**src/rtl/ecc_ram_stream_ctrl_if.sv**
```systemverilog
// rtl/ecc_ram_stream_ctrl_if.sv - command, stream, status and operand-RAM signals of ecc_ram_stream_ctrl
// master: the controller's view; slave: the datapath/host and RAM side.
interface ecc_ram_stream_ctrl_if #(
  parameter int ADDR_WIDTH = 10,
  parameter int DATA_WIDTH = 32
);
  logic                  cmd_valid;
  logic                  cmd_ready;
  logic [1:0]            cmd_op;
  logic [ADDR_WIDTH-1:0] cmd_addr;
  logic [ADDR_WIDTH-1:0] cmd_len;
  logic [DATA_WIDTH-1:0] rd_data;
  logic                  rd_valid;
  logic                  rd_ready;
  logic                  rd_last;
  logic [DATA_WIDTH-1:0] wr_data;
  logic                  wr_valid;
  logic                  wr_ready;
  logic                  busy;
  logic                  done;
  logic                  done_err;
  logic                  ram_ena;
  logic                  ram_wea;
  logic [ADDR_WIDTH-1:0] ram_addra;
  logic [DATA_WIDTH-1:0] ram_douta;
  logic                  ram_enb;
  logic                  ram_web;
  logic [ADDR_WIDTH-1:0] ram_addrb;
  logic [DATA_WIDTH-1:0] ram_dinb;

  modport master (
    input  cmd_valid, cmd_op, cmd_addr, cmd_len, rd_ready, wr_data, wr_valid, ram_douta,
    output cmd_ready, rd_data, rd_valid, rd_last, wr_ready, busy, done, done_err,
           ram_ena, ram_wea, ram_addra, ram_enb, ram_web, ram_addrb, ram_dinb
  );

  modport slave (
    output cmd_valid, cmd_op, cmd_addr, cmd_len, rd_ready, wr_data, wr_valid, ram_douta,
    input  cmd_ready, rd_data, rd_valid, rd_last, wr_ready, busy, done, done_err,
           ram_ena, ram_wea, ram_addra, ram_enb, ram_web, ram_addrb, ram_dinb
  );
endinterface

```
**src/rtl/ecc_ram_stream_ctrl.sv**
```systemverilog
// rtl/ecc_ram_stream_ctrl.sv - block read/write/zeroize controller for the dual-port ECC operand RAM
// Zeroize (op 10) is built only when ECC_RAM_ZEROIZE_EN is defined; otherwise op 10 is rejected like op 11.
module ecc_ram_stream_ctrl #(
  parameter int ADDR_WIDTH = 10,
  parameter int DATA_WIDTH = 32
) (
  input  logic                  clk,
  input  logic                  reset_n,
  ecc_ram_stream_ctrl_if.master bus
);
  localparam logic [2:0] S_IDLE  = 3'd0;
  localparam logic [2:0] S_READ  = 3'd1;
  localparam logic [2:0] S_WRITE = 3'd2;
  localparam logic [2:0] S_ZERO  = 3'd3;
  localparam logic [2:0] S_DONE  = 3'd4;
  localparam int CW = ADDR_WIDTH + 1;

`ifdef ECC_RAM_ZEROIZE_EN
  localparam bit ZERO_EN = 1'b1;
`else
  localparam bit ZERO_EN = 1'b0;
`endif

  logic [2:0]            state;
  logic [ADDR_WIDTH-1:0] addr_q;
  logic [CW-1:0]         iss_left;
  logic [CW-1:0]         ret_left;
  logic                  err_q;
  logic                  inflight;
  logic                  inflight_last;
  logic [DATA_WIDTH-1:0] fifo_data [2];
  logic [1:0]            fifo_last;
  logic                  wr_ptr;
  logic                  rd_ptr;
  logic [1:0]            fifo_cnt;
  logic                  issue, pop, wr_fire, step;

  assign pop     = bus.rd_valid && bus.rd_ready;
  assign wr_fire = (state == S_WRITE) && bus.wr_valid;
  assign step    = wr_fire || (state == S_ZERO);
  // A word popped this cycle frees its slot at the same edge, so it counts as credit for the next issue.
  assign issue   = (state == S_READ) && (iss_left != '0) &&
                   ({1'b0, fifo_cnt} + {2'b0, inflight} < 3'd2 + {2'b0, pop});

  always_ff @(posedge clk or negedge reset_n) begin
    if (!reset_n) begin
      state         <= S_IDLE;
      addr_q        <= '0;
      iss_left      <= '0;
      ret_left      <= '0;
      err_q         <= 1'b0;
      inflight      <= 1'b0;
      inflight_last <= 1'b0;
      fifo_data[0]  <= '0;
      fifo_data[1]  <= '0;
      fifo_last     <= '0;
      wr_ptr        <= 1'b0;
      rd_ptr        <= 1'b0;
      fifo_cnt      <= '0;
    end else begin
      case (state)
        S_IDLE: begin
          if (bus.cmd_valid) begin
            addr_q   <= bus.cmd_addr;
            iss_left <= {1'b0, bus.cmd_len} + CW'(1);
            ret_left <= {1'b0, bus.cmd_len} + CW'(1);
            err_q    <= 1'b0;
            case (bus.cmd_op)
              2'b00: state <= S_READ;
              2'b01: state <= S_WRITE;
              2'b10: begin
                if (ZERO_EN) begin
                  state <= S_ZERO;
                end else begin
                  state <= S_DONE;
                  err_q <= 1'b1;
                end
              end
              default: begin
                state <= S_DONE;
                err_q <= 1'b1;
              end
            endcase
          end
        end
        S_READ:          if (pop && ret_left == CW'(1)) state <= S_DONE;
        S_WRITE, S_ZERO: if (step && iss_left == CW'(1)) state <= S_DONE;
        default:         state <= S_IDLE;
      endcase

      if (issue || step) begin
        addr_q   <= addr_q + 1'b1;
        iss_left <= iss_left - CW'(1);
      end
      if (pop) begin
        ret_left <= ret_left - CW'(1);
        rd_ptr   <= ~rd_ptr;
      end

      // RAM read data is valid the cycle after the issue; capture it straight into the buffer.
      inflight      <= issue;
      inflight_last <= issue && (iss_left == CW'(1));
      if (inflight) begin
        fifo_data[wr_ptr] <= bus.ram_douta;
        fifo_last[wr_ptr] <= inflight_last;
        wr_ptr            <= ~wr_ptr;
      end
      fifo_cnt <= fifo_cnt + {1'b0, inflight} - {1'b0, pop};
    end
  end

  assign bus.cmd_ready = (state == S_IDLE);
  assign bus.busy      = (state != S_IDLE);
  assign bus.done      = (state == S_DONE);
  assign bus.done_err  = (state == S_DONE) && err_q;

  assign bus.rd_valid  = (fifo_cnt != 2'd0);
  assign bus.rd_data   = fifo_data[rd_ptr];
  assign bus.rd_last   = bus.rd_valid && fifo_last[rd_ptr];
  assign bus.wr_ready  = (state == S_WRITE);

  assign bus.ram_ena   = issue;
  assign bus.ram_wea   = 1'b0;
  assign bus.ram_addra = addr_q;
  assign bus.ram_enb   = step;
  assign bus.ram_web   = step;
  assign bus.ram_addrb = addr_q;
  assign bus.ram_dinb  = wr_fire ? bus.wr_data : '0;
endmodule

```
**src/flat_wrapper.sv**
```systemverilog
// flat-port wrapper written by rule: the top's interface ports become plain ports
module ecc_ram_stream_ctrl_flat 
#(
  parameter int ADDR_WIDTH = 10,
  parameter int DATA_WIDTH = 32
)
  (clk, reset_n, bus_cmd_valid, bus_cmd_op, bus_cmd_addr, bus_cmd_len, bus_rd_ready, bus_wr_data, bus_wr_valid, bus_ram_douta, bus_cmd_ready, bus_rd_data, bus_rd_valid, bus_rd_last, bus_wr_ready, bus_busy, bus_done, bus_done_err, bus_ram_ena, bus_ram_wea, bus_ram_addra, bus_ram_enb, bus_ram_web, bus_ram_addrb, bus_ram_dinb);
  ecc_ram_stream_ctrl_if #(.ADDR_WIDTH(ADDR_WIDTH), .DATA_WIDTH(DATA_WIDTH)) bus_i ();
  input  logic clk;
  input  logic reset_n;
  input wire logic [$bits(bus_i.cmd_valid)-1:0] bus_cmd_valid;
  input wire logic [$bits(bus_i.cmd_op)-1:0] bus_cmd_op;
  input wire logic [$bits(bus_i.cmd_addr)-1:0] bus_cmd_addr;
  input wire logic [$bits(bus_i.cmd_len)-1:0] bus_cmd_len;
  input wire logic [$bits(bus_i.rd_ready)-1:0] bus_rd_ready;
  input wire logic [$bits(bus_i.wr_data)-1:0] bus_wr_data;
  input wire logic [$bits(bus_i.wr_valid)-1:0] bus_wr_valid;
  input wire logic [$bits(bus_i.ram_douta)-1:0] bus_ram_douta;
  output wire logic [$bits(bus_i.cmd_ready)-1:0] bus_cmd_ready;
  output wire logic [$bits(bus_i.rd_data)-1:0] bus_rd_data;
  output wire logic [$bits(bus_i.rd_valid)-1:0] bus_rd_valid;
  output wire logic [$bits(bus_i.rd_last)-1:0] bus_rd_last;
  output wire logic [$bits(bus_i.wr_ready)-1:0] bus_wr_ready;
  output wire logic [$bits(bus_i.busy)-1:0] bus_busy;
  output wire logic [$bits(bus_i.done)-1:0] bus_done;
  output wire logic [$bits(bus_i.done_err)-1:0] bus_done_err;
  output wire logic [$bits(bus_i.ram_ena)-1:0] bus_ram_ena;
  output wire logic [$bits(bus_i.ram_wea)-1:0] bus_ram_wea;
  output wire logic [$bits(bus_i.ram_addra)-1:0] bus_ram_addra;
  output wire logic [$bits(bus_i.ram_enb)-1:0] bus_ram_enb;
  output wire logic [$bits(bus_i.ram_web)-1:0] bus_ram_web;
  output wire logic [$bits(bus_i.ram_addrb)-1:0] bus_ram_addrb;
  output wire logic [$bits(bus_i.ram_dinb)-1:0] bus_ram_dinb;
  assign bus_i.cmd_valid = bus_cmd_valid;
  assign bus_i.cmd_op = bus_cmd_op;
  assign bus_i.cmd_addr = bus_cmd_addr;
  assign bus_i.cmd_len = bus_cmd_len;
  assign bus_i.rd_ready = bus_rd_ready;
  assign bus_i.wr_data = bus_wr_data;
  assign bus_i.wr_valid = bus_wr_valid;
  assign bus_i.ram_douta = bus_ram_douta;
  assign bus_cmd_ready = bus_i.cmd_ready;
  assign bus_rd_data = bus_i.rd_data;
  assign bus_rd_valid = bus_i.rd_valid;
  assign bus_rd_last = bus_i.rd_last;
  assign bus_wr_ready = bus_i.wr_ready;
  assign bus_busy = bus_i.busy;
  assign bus_done = bus_i.done;
  assign bus_done_err = bus_i.done_err;
  assign bus_ram_ena = bus_i.ram_ena;
  assign bus_ram_wea = bus_i.ram_wea;
  assign bus_ram_addra = bus_i.ram_addra;
  assign bus_ram_enb = bus_i.ram_enb;
  assign bus_ram_web = bus_i.ram_web;
  assign bus_ram_addrb = bus_i.ram_addrb;
  assign bus_ram_dinb = bus_i.ram_dinb;
  ecc_ram_stream_ctrl #(.ADDR_WIDTH(ADDR_WIDTH), .DATA_WIDTH(DATA_WIDTH)) u_core (.clk(clk), .reset_n(reset_n), .bus(bus_i));
endmodule
```
**config.mk**
```make
export PLATFORM = sky130hd
export DESIGN_NAME = ecc_ram_stream_ctrl_flat
export DESIGN_NICKNAME = d
export VERILOG_FILES = /design/src/rtl/ecc_ram_stream_ctrl_if.sv /design/src/rtl/ecc_ram_stream_ctrl.sv /design/src/flat_wrapper.sv
export SDC_FILE = /design/constraint.sdc
export NUM_CORES = 1
export LEC_CHECK = 0
export ABC_CLOCK_PERIOD_IN_PS = 3680
export BUFFER_PORTS_ARGS = -buffer_cell sky130_fd_sc_hd__buf_4
export CAP_MARGIN = 20
export CORE_MARGIN = 1.5
export CORE_UTILIZATION = 55
export CTS_CLUSTER_DIAMETER = 200
export DETAILED_ROUTE_END_ITERATION = 12
export MAX_ROUTING_LAYER = met4
export PLACE_DENSITY_LB_ADDON = 0.05
export SLEW_MARGIN = 20
export SYNTH_ARGS = -nofsm -noshare
export SYNTH_HDL_FRONTEND = slang
export SYNTH_SLANG_ARGS = --single-unit
```
**constraint.sdc**
```tcl
create_clock -name clk -period 3.68 [get_ports clk]
set_input_delay 0.184 -clock clk [delete_from_list [all_inputs] [get_ports clk]]
set_output_delay 0.184 -clock clk [all_outputs]
set_load 0.02 [all_outputs]
```
* Word level (Yosys, flattened, before mapping) *
Cells that the tools add are included.

storage, ports and cells
  bits in registers = 108
  input bits = 91
  output and inout port bits = 95
  word-level logic and storage cells = 95

cells by class
  add/sub/neg operators = 8
  $lt $le $gt $ge = 7
  eq/ne operators = 10
  muxes and demuxes = 25
  bitwise operators = 4
  reductions and logical operators = 28

operators with widths
  kind                     number
  $mux W32                 5
  $bwmux W64               1
  $mux W11                 4
  $demux W32 S1            1
  $mux W10                 3
  $eq A11 B1 Y1 const B    2
  $sub A11 B1 Y11 const B  2
  $add A10 B1 Y11 const B  1
  $logic_and A1 B1 Y1      11
  $reduce_bool A11 Y1      1
  $add A10 B1 Y10 const B  1
  $reduce_bool A2 Y1       5
  $mux W3                  3
  $pmux W3 S3              1
  $eq A3 B2 Y1 const B     2
  $pmux W3 S2              1
  $reduce_and A2 Y1        3
  $ge A2 B2 Y1 const B     2
  $lt A1 B2 Y1 const B     2
  $mux W1                  4
  $ne A2 B2 Y1 const B     2
  $not A1 Y2               2
  $reduce_or A2 Y1         2
  $add A2 B1 Y3            1
  other kinds (18)         20

* Depth between registers and ports, before layout *
Gate-level depths: netlist of run 1.

  depth after elaboration = 8
  gate-level depth with buffers = 8
  gate-level depth less buffers = 7

* Worst setup path after synthesis of run 1 *
OpenSTA, ideal clock, no wires.

  kind = reg-to-reg
  from = reg u_core.fifo_cnt[0]
  to = reg u_core.addr_q[4], in the netlist u_core.bus.ram_addra[4]
  setup time = 0.126 ns
  arrival time = 1.766 ns
  required time = 3.554 ns
  path slack = 1.788 ns
  stages on the path, launching flop included = 8
  path buffers = 0
  clock period less this slack = 1.892 ns
  cell sequence = dfrtp_1 -> ha_1 -> ha_1 -> nor3_2 -> nand2_2 -> o22ai_2 -> nor2_1 -> a221o_1

between the ends
  longest elaborated chain between the ends = 8
  elaborated cells between the ends (all ways) = 11
  classes of those cells = add/sub (2); order compare (1); mux (1); reduce/logical (7)

ends and longest elaborated chain
  element                              line                        text
  from (decl)                          ecc_ram_stream_ctrl.sv:35   logic [1:0] fifo_cnt;
  from (signal assigned)               ecc_ram_stream_ctrl.sv:108  fifo_cnt <= fifo_cnt + {1'b0, inflight} - {1'b0, pop};
  $reduce_bool A2 Y1                   ecc_ram_stream_ctrl.sv:117  assign bus.rd_valid = (fifo_cnt != 2'd0);
  $logic_and A1 B1 Y1                  ecc_ram_stream_ctrl.sv:38   assign pop = bus.rd_valid && bus.rd_ready;
  $add A2 B1 Y3                        ecc_ram_stream_ctrl.sv:43   ({1'b0, fifo_cnt} + {2'b0, inflight} < 3'd2 + {2'b0, pop});
  $lt A3 B3 Y1 (*)                     ecc_ram_stream_ctrl.sv:43
  $logic_and A1 B1 Y1 (*)              ecc_ram_stream_ctrl.sv:42   assign issue = (state == S_READ) && (iss_left != '0) &&
  $logic_or A1 B1 Y1 (*)               ecc_ram_stream_ctrl.sv:91   if (issue || step) begin
  $reduce_bool A2 Y1 (no source line)  --
  $reduce_and A2 Y1 (no source line)   --
  to (signal assigned)                 ecc_ram_stream_ctrl.sv:64   addr_q <= bus.cmd_addr;
  to (signal assigned)                 ecc_ram_stream_ctrl.sv:92   addr_q <= addr_q + 1'b1;
  to (decl)                            ecc_ram_stream_ctrl.sv:25   logic [ADDR_WIDTH-1:0] addr_q;

Every way passes the cells marked *; elsewhere a longest branch is shown, timed or not.
A chain may end at the register's enable or synchronous reset.

* Worst setup path in the final report of run 1 *
  from = reg u_core.fifo_cnt[0]
  to = reg u_core.addr_q[3], in the netlist u_core.bus.ram_addra[3]

The elaborated chain is that of the path after synthesis.

==> summary.txt, run 1 <==
Worst setup path
  – CP startpoint kind: flop
  – CP max FO: 16
  – Crit-path max cell delay: 0.64 ns
  – Critical Path AT: between 2 and 3 ns
  – Worst endpoint required time: between 3 and 4 ns
  – Critical path's slowest cell: o22ai_2
  – Critical Path, Cell by Cell: ha_1 > ha_1 > o21ai_1 > nand2_2 > o22ai_2 > nor2_1 > a221o_1
  – Setup Crit Path Kind: reg2reg
  – CP Capture Type: flop
  – CP dominant cell by count: ha_1

Synthesis
  – Post-Syn Nets: about 620
  – Mapped Area: 5760 sq um
  – Synthesized area per cell: between 10 and 15 sq um
  – Synth async-reset ratio: 1.00
  – Seq cells post-synth: approximately 110
  – Area share of the largest cell type after synthesis: 0.469
  – Syn Inst Count: 523
  – Ys Warns: 0
  – Area contributors post-synth: dfrtp_1, mux2_2, and3_1
  – Post-synth EDFFs: 0
  – Ys flop type: dfrtp_1
  – Leading area contributor after synthesis: dfrtp_1
  – Distinct cells, synth: 61
  – Register area share after synthesis: 0.469

CTS
  – Setup bufs post-CTS: 0
  – CTS Buf Count: 9
  – Clk buf depth: 2
  – Root Driver: clkbuf_8
  – H-tree lvl count: 3
  – CTS tree: done
  – CTS sink cnt: between 100 and 150
  – Worst-Skew Late Latency: 0.38 ns
  – Clock slew at reported path FFs: 0.11 ns

Global routing
  – Gr usage total: 0.260
  – Pin count of the biggest net entering global routing: 53
  – Initial antenna violation count: 0
  – First-pass GRT wire length: around 22000 um
  – Grt ovf: 0
  – Vias in the first global route: 4591

Power
  – Tot Pwr: about 6.1 mW
  – Pwr dens: between 800 and 900 nW/um^2
  – Worst vdd ir: between 0.0004 and 0.0005 V
  – Leakage power: 3.56 nW

STA
  – Setup violations, final: 0
  – Setup TNS: 0 ns
  – Final setup margin: between 1 and 1.5 ns
  – Final Hold Viols: 0
  – Slew HR: 0.333
  – Final Skew: 0.0106 ns
  – RSZ-0062 raised after global routing: no
  – Fmax: between 300 and 400 MHz
  – Clock period minus worst slack: about 2.6 ns
  – Slew @ Worst Pin: between 0.9 and 1 ns
  – Max Transition Viols Final: 0
  – Final period utilization: 0.702

Hold path
  – Worst hold path class: in2reg

Layout
  – Footprint of the multi-input gates: approximately 2800 sq um
  – Register area: between 2000 and 3000 sq um
  – Layout net count: 792
  – Synthesis-to-finish area growth: 28.2%
  – ANT cells: 0
  – Filler instances: 774
  – Share of layout cells above drive strength 1: 0.468

Floorplanning
  – I/O pins: 186
  – Initial core utilization: 0.563
  – Core area: about 10000 sq um
  – Row Count: 37
  – Die Y: 105 um
  – Die ar.: between 10000 and 15000 sq um
  – Die W: roughly 110 um

Detailed routing
  – Drt wl/cell: between 15 and 20 um
  – Initial DRT Pass Iterations: 4
  – Final WL: between 10000 and 15000 um
  – Remaining antenna violation count: 0
  – Total number of vias: between 4k and 5k
  – Via density per instance: about 5.6
  – # DRC: 0
  – Initial DRC count: around 300

Placed design
  – Gpl congestion: 0.879
  – Place WS: between 1 and 1.5 ns
  – DP HPWL: 9950 um
  – I/O Buffers: roughly 180

Job
  – Max Cap Viol: 0

Status
  – Outcome: complete, no violations
==> worst paths after layout <==
| check | from | slack, ns | to | depth (start not counted) |
|---|---|---|---|---|
| worst max-delay path | u_core.fifo_cnt[0] | 1.10 | u_core.bus.ram_addra[3] | 7 |
| worst min-delay path | bus_cmd_addr[5] | 0.02 | u_core.bus.ram_addra[5] | 3 |
| worst max register to register | u_core.fifo_cnt[0] | 1.10 | u_core.bus.ram_addra[3] | 7 |
| worst min register to register | u_core.err_q | 0.50 | u_core.err_q | 2 |
| max in group asynchronous | reset_n | 2.45 | u_core.iss_left[7] | 3 |
| min in group asynchronous | reset_n | 0.34 | u_core.fifo_data[17] | 2 |
==> logic make-up after synthesis <==
family / after synthesis / synth area share
buf+inv: 50 / 0.0458
mux: 99 / 0.193
other cells: 1 / 0.000651
simple gates: 170 / 0.158
xor+xnor: 13 / 0.0198
fa+ha+maj: 10 / 0.0217
compound gates: 72 / 0.0915
flops: 108 / 0.469
==> metrics by stage <==
stage	instance area, sq um	std cells	hold slack, ns	util
2_1_floorplan	5760	523	-0.112	-
3_3_place_gp	7150	812	0.235	0.699
3_5_place_dp	7150	812	0.242	0.699
4_1_cts	7380	832	0.00224	0.722
5_1_grt	7380	832	0.00141	0.722
6_report	7380	832	0.0156	0.722
==> state kept, by name (all words and copies together), names as in the netlist <==
name / flops
u_core.fifo_cnt: 2
u_core.inflight_last: 1
u_core.wr_ptr: 1
u_core.inflight: 1
u_core.state: 3
u_core.fifo_data: 64
u_core.ret_left: 11
u_core.fifo_last: 2
u_core.iss_left: 11
u_core.rd_ptr: 1
u_core.bus.ram_addra: 10
u_core.err_q: 1
==> worst max-delay path, delay by kind of cell, from the launching register on <==
family	cells	cell delay, ns
AO/OA/AOI/OAI	3	1.13
AND/OR/NAND/NOR	2	0.37
adder cells (fa/ha/maj)	2	0.53
flip-flops	1	0.44
==> cell usage in the layout (no fill, tap or decap), types with 3 or more instances in the layout <==
master           n
a21oi_1         12
dfrtp_1        108
o211ai_1         4
a221o_1          3
dlygate4sd3_1    4
nand4_1          3
nor3_1          18
ha_1            10
a211oi_1         5
a21oi_2          3
nand3_1         12
inv_8            3
inv_1           13
mux2_2          98
o21ai_0         12
o22ai_1          5
a31oi_1          3
a22oi_1          3
a211o_1          3
and3_1          42
nand2_1         32
nand2b_1         3
xnor2_1         11
or3_1            3
and2_1           3
clkbuf_8        10
buf_4          190
nor2_1          33
==> routing by layer <==
metal  up-vias  part of all wire  GRT usage
met5         -                 0          -
met4         0             0.023     0.0890
met3        23             0.057     0.0390
met2       173              0.51      0.444
met1      2243              0.41      0.316
li1       2205                 -          -
==> cells in the mapped netlist (all sizes together) (4+ instances only) <==
library cell  count
dfrtp           108
mux2             98
and3             42
nor2             37
nand2            34
buf              24
nor3             20
a21oi            16
o21ai            15
clkbuf           13
inv              13
nand3            12
xnor2            11
ha               10
o22ai             6
a211oi            5
and2              5
a221oi            4
o211ai            4
==> where the power goes <==
| part | internal (mW) | switching (mW) |
|---|---|---|
| sequential | 1.75 | 0.480 |
| clock | 0.286 | 0.447 |
| combinational | 1.54 | 1.63 |
==> final cells by class <==
type,instances,area share
flip-flops and latches,108,0.366
clock inverters,6,0.00813
repair buffers,194,0.199
inverters,13,0.00661
clock buffers,10,0.0186
well taps,136,0.0230
multi-input cells,365,0.379
==> repair_timing <==
action	4_1_cts	5_1_grt
gates resized for setup	0	0
setup endpoints to repair	0	0
endpoints found under the hold margin	52	0
hold buffers	4	0
Power figures use the tool's default switching activity.
==> run 2, diff against run 1 <==
--- a/config.mk
+++ b/config.mk
@@ -5,11 +5,11 @@
 export SDC_FILE = /design/constraint.sdc
 export NUM_CORES = 1
 export LEC_CHECK = 0
-export ABC_CLOCK_PERIOD_IN_PS = 3680
+export ABC_CLOCK_PERIOD_IN_PS = 2070
 export BUFFER_PORTS_ARGS = -buffer_cell sky130_fd_sc_hd__buf_4
 export CAP_MARGIN = 20
 export CORE_MARGIN = 1.5
-export CORE_UTILIZATION = 55
+export CORE_UTILIZATION = 46
 export CTS_CLUSTER_DIAMETER = 200
 export DETAILED_ROUTE_END_ITERATION = 12
 export MAX_ROUTING_LAYER = met4
==> constraint.sdc (replaced) <==
create_clock -name clk -period 2.07 [get_ports clk]
set_input_delay 0.1035 -clock clk [delete_from_list [all_inputs] [get_ports clk]]
set_output_delay 0.1035 -clock clk [all_outputs]
set_load 0.02 [all_outputs]
==> summary.txt, run 2 (synthesis results as in run 1) <==
Layout
  – Biggest regs: u_core.fifo_data (64), u_core.iss_left (11), u_core.ret_left (11)
  – Max reg flops: 64
  – Final core occ: 0.668
  – Footprint of the multi-input gates: ~2800 sq um
  – Fin cells: approximately 920
  – ANT cells: 0
  – Synthesis-to-finish area growth: 40.6%
  – Fin area: between 8000 and 9000 sq um
  – Share of layout cells above drive strength 1: 0.459
  – Largest Register: u_core.fifo_data
  – Layout net count: 846
  – Register area: 2700 sq um
  – Filler instances: 980
  – Most frequent cells in the layout: buf_4, dfrtp_1, mux2_2
  – Commonest non-fill, non-tap cell in the layout: buf_4

Detailed routing
  – # DRC: 0
  – Met3 WL post-DR: around 670 um
  – Final WL: 14500 um
  – Met1 WL: between 6000 and 7000 um
  – Routed met2 length: 7300 um
  – Total number of vias: 4813
  – Remaining antenna violation count: 0
  – Initial DRT Pass Iterations: 4
  – Via density per instance: ~5.2
  – Initial DRC count: 266
  – Highest routed metal layer: met4
  – Drt wl/cell: roughly 16 um

Power
  – Clock network power share: 0.146
  – Internal power: ~7.0 mW
  – Tot Pwr: roughly 12 mW
  – Part of the power in registers: 0.336
  – Comb pwr share: 0.518
  – Sw frac: 0.402
  – Leakage power: 3.86 nW
  – Psw: approximately 4.7 mW
  – Worst vdd ir: 0.000719 V
  – Pwr dens: around 1400 nW/um^2

Floorplanning
  – Die Y: 115 um
  – I/O pins: 186
  – Die W: about 110 um
  – Die ar.: 13200 sq um
  – Initial core utilization: 0.475
  – Row Count: 40
  – Core area: between 10000 and 15000 sq um

Global routing
  – Grt ovf: 0
  – Vias in the first global route: between 4k and 5k
  – Gr usage total: 0.227
  – Initial antenna violation count: 0
  – First-pass GRT wire length: approximately 23000 um
  – Pin count of the biggest net entering global routing: 40

STA
  – RSZ-0062 raised after global routing: yes
  – Clock period minus worst slack: approximately 2.0 ns
  – Setup violations, final: 0
  – Max Transition Viols Final: 0
  – Final Skew: approximately 0.0054 ns
  – Setup TNS: 0 ns
  – Final period utilization: 0.955
  – Fmax: ~510 MHz
  – Hold_ws: 0.0460 ns
  – Final Hold Viols: 0
  – Final setup margin: between 0.09 and 0.1 ns

Placed design
  – Gpl congestion: around 0.86
  – Post-place instance area: 7360 sq um
  – DP HPWL: approximately 10000 um
  – Dpl cells: roughly 860
  – Place WS: 0.00884 ns
  – I/O Buffers: 184

CTS
  – H-tree lvl count: 3
  – CTS Buf Count: 9
  – Root Driver: clkbuf_16
  – Clock slew at reported path FFs: around 0.070 ns
  – Worst-Skew Late Latency: ~0.35 ns
  – CTS tree: done
  – Clk buf depth: 2
  – CTS sink cnt: around 110

Worst setup path
  – Worst endpoint required time: roughly 2 ns
  – CP max FO: 5
  – Setup Crit Path Kind: reg2out
  – Path depth of the worst reg2reg path: 7
  – CP startpoint kind: flop
  – Critical Path AT: about 1.9 ns
  – CP Capture Type: output port

Hold path
  – Hold path cells: 3
  – Worst hold path class: in2reg

Status
  – Outcome: complete, no violations

Job
  – Max Cap Viol: 0
==> run 2: power groups by stage <==
stage | combinational, mW | sequential (mW) | clock, mW
finish | 6.02 | 3.91 | 1.70
CTS | 6.05 | 3.88 | 1.74
global placement | 5.84 | 3.84 | 0
global route | 6.49 | 4.06 | 1.81
floorplan | 3.86 | 3.82 | 0
detailed placement | 5.95 | 3.92 | 0
==> run 2: what timing repair did <==
action                                  4_1_cts  5_1_grt
buffers inserted                              0        1
hold endpoints to repair                    105        0
pin swaps                                     0        3
endpoints found under the setup margin        1       42
gates resized for setup                       1        2
hold buffers                                 42        0
==> run 2: layout make-up <==
type                            count  area share
Multi-Input combinational cell    365       0.347
Sequential cell                   108       0.334
Timing Repair Buffer              248       0.251
Clock buffer                        9      0.0278
Tap cell                          168      0.0260
Clock inverter                      7     0.00804
Inverter                           13     0.00603
==> run 2: worst max-delay path, cell delays in order (launching register included) <==
cell,delay (ns)
dfrtp_1,0.38
ha_1,0.20
ha_1,0.26
o21ai_1,0.12
nand2_2,0.14
nor2_1,0.24
buf_4,0.19
==> run 2: path summary, 6_finish.rpt <==
kind                       slack, ns          startpoint                       to
hold / removal                  0.05     bus_cmd_addr[8]  u_core.bus.ram_addra[8]
min in group asynchronous       0.24             reset_n     u_core.fifo_data[19]
setup / recovery                0.09  u_core.fifo_cnt[0]              bus_ram_ena
hold reg to reg                 0.49        u_core.err_q             u_core.err_q
setup reg to reg                0.11  u_core.fifo_cnt[0]  u_core.bus.ram_addra[2]
max in group asynchronous       1.24             reset_n          u_core.state[1]
==> run 2: metal layers <==
metal  vias up  global-route usage
li1       2315                   -
met1      2338               0.276
met2       146               0.396
met3        14              0.0380
met4         0              0.0527
met5         -                   -
==> run 3, diff against run 2 <==
--- a/config.mk
+++ b/config.mk
@@ -8,10 +8,12 @@
 export ABC_CLOCK_PERIOD_IN_PS = 2070
 export BUFFER_PORTS_ARGS = -buffer_cell sky130_fd_sc_hd__buf_4
 export CAP_MARGIN = 20
+export CORE_ASPECT_RATIO = 0.75
 export CORE_MARGIN = 1.5
 export CORE_UTILIZATION = 46
 export CTS_CLUSTER_DIAMETER = 200
 export DETAILED_ROUTE_END_ITERATION = 12
+export GPL_TIMING_DRIVEN = 1
 export MAX_ROUTING_LAYER = met4
 export PLACE_DENSITY_LB_ADDON = 0.05
 export SLEW_MARGIN = 20
==> summary.txt, run 3 (synthesis results as in run 1) <==
Worst setup path
  – Critical path's slowest cell: dfrtp_1
  – WP buf/inv: 0
  – CP startpoint kind: flop
  – CP max FO: 12
  – CP dominant cell by count: ha_1
  – Critical Path, Cell by Cell: ha_1 > ha_1 > o21ai_2 > and2_4 > a21oi_4 > o21ai_0 > a221o_1
  – Crit-path max cell delay: between 0.3 and 0.4 ns
  – CP Capture Type: flop
  – Critical Path AT: 2.25 ns
  – Worst endpoint required time: roughly 2.3 ns
  – Top delay family on crit path: compound AO/OA/AOI/OAI gates
  – Setup Crit Path Kind: reg2reg

Layout
  – Commonest non-fill, non-tap cell in the layout: buf_4
  – Fin cells: 913
  – Most frequent cells in the layout: buf_4, dfrtp_1, mux2_2
  – Share of layout cells above drive strength 1: 0.462
  – Layout net count: roughly 840
  – Biggest regs: u_core.fifo_data (64), u_core.iss_left (11), u_core.ret_left (11)
  – Footprint of the multi-input gates: ~2800 sq um
  – Synthesis-to-finish area growth: 40.3%
  – Largest Register: u_core.fifo_data
  – Filler instances: just over 1k
  – Max reg flops: 64
  – Register area: approximately 2700 sq um
  – ANT cells: 0

Global routing
  – Initial antenna violation count: 0
  – Grt ovf: 0
  – Pin count of the biggest net entering global routing: 40
  – First-pass GRT wire length: 24300 um
  – Vias in the first global route: 4928
  – Gr usage total: 0.238

STA
  – Slew HR: 0.649
  – Final Skew: approximately 0.007 ns
  – Clock period minus worst slack: roughly 2.0 ns
  – Final Hold Viols: 0
  – RSZ-0062 raised after global routing: yes
  – Fmax: around 490 MHz
  – Final period utilization: 0.977
  – Hold_ws: ~0.013 ns
  – Max Transition Viols Final: 0
  – Setup violations, final: 0
  – Slew @ Worst Pin: around 0.53 ns

Placed design
  – Gpl congestion: around 0.87
  – DP HPWL: ~11000 um
  – Dpl cells: approximately 860
  – I/O Buffers: 184

CTS
  – Clk buf depth: 2
  – CTS tree: done
  – CTS sink cnt: 108
  – Worst-Skew Late Latency: ~0.34 ns
  – H-tree lvl count: 3
  – Clock slew at reported path FFs: ~0.070 ns
  – CTS Buf Count: 9
  – Root Driver: clkbuf_16

Detailed routing
  – Remaining antenna violation count: 0
  – Initial DRC count: between 200 and 250
  – Via density per instance: 5.34
  – Final WL: around 15000 um
  – Total number of vias: about 5k
  – Drt wl/cell: about 16 um
  – # DRC: 0
  – Initial DRT Pass Iterations: 4

Hold path
  – Worst hold path class: in2reg

Floorplanning
  – Die ar.: roughly 13000 sq um
  – Core area: around 12000 sq um
  – Die W: 132 um
  – Die Y: about 100 um
  – Initial core utilization: 0.470
  – I/O pins: roughly 190
  – Row Count: 35

Job
  – Max Cap Viol: 0

Power
  – Pwr dens: between 1000 and 1500 nW/um^2
  – Leakage power: just under 4 nW
  – Worst vdd ir: around 0.00075 V

Status
  – Outcome: complete, no violations
run 3: where the power goes:
| part | total, mW | internal [mW] | leakage, nW | switching (mW) |
|---|---|---|---|---|
| logic | 6.11 | 2.98 | 2.40 | 3.14 |
| registers | 3.90 | 3.12 | 1.30 | 0.779 |
| clock network | 1.79 | 1.05 | 0.142 | 0.735 |
run 3: what timing repair did:
| item | 4_1_cts | 5_1_grt |
|---|---|---|
| resized for setup | 0 | 8 |
| setup endpoints to repair | 0 | 10 |
| buffers inserted | 0 | 1 |
| hold buffers | 37 | 1 |
| endpoints found under the hold margin | 85 | 1 |
run 3: cell type report:
class	count	share of cell area
Clock inverter	4	0.00929
Clock buffer	11	0.0288
Inverter	13	0.00604
Multi-Input combinational cell	365	0.349
Timing Repair Buffer	246	0.246
Sequential cell	108	0.335
Tap cell	166	0.0257
run 3: final timing paths:
check	cells past startpoint	slack, ns	to	from
max in group asynchronous	3	1.14	u_core.fifo_data[22]	reset_n
min reg2reg	2	0.50	u_core.err_q	u_core.err_q
max	7	0.05	u_core.bus.ram_addra[2]	u_core.fifo_cnt[0]
min in group asynchronous	2	0.28	u_core.bus.ram_addra[5]	reset_n
min	2	0.01	u_core.fifo_data[17]	bus_ram_douta[17]
max reg2reg	7	0.05	u_core.bus.ram_addra[2]	u_core.fifo_cnt[0]
run 3: metal layers:
metal  part of all wire  vias to the layer above  wire [um]  track usage
met5                  0                        -          0            -
met4              0.015                        0        232       0.0685
met3              0.055                       17        826       0.0480
met2               0.48                      163       7270        0.390
met1               0.45                     2381       6730        0.303
li1                   -                     2310          -            -
run 3: through the flow:
step,util,power [mW],TNS [ns],worst slack (ns),instance area [sq um]
floorplan,-,7.68,0,0.178,5760
global placement,0.599,9.68,0,0.0755,7350
detailed placement,0.599,9.90,0,0.0338,7350
CTS,0.655,11.8,0,0.0165,8030
global route,0.659,12.6,-0.260,-0.0329,8080
finish,0.659,11.8,0,0.0474,8080
run 3: worst register-to-register path, delay by kind of cell, from the launching register on:
family | cells | cell delay (ns)
and+or+nand+nor | 1 | 0.17
AOI/OAI and AO/OA | 4 | 0.87
adders and majority gates | 2 | 0.49
DFF | 1 | 0.39
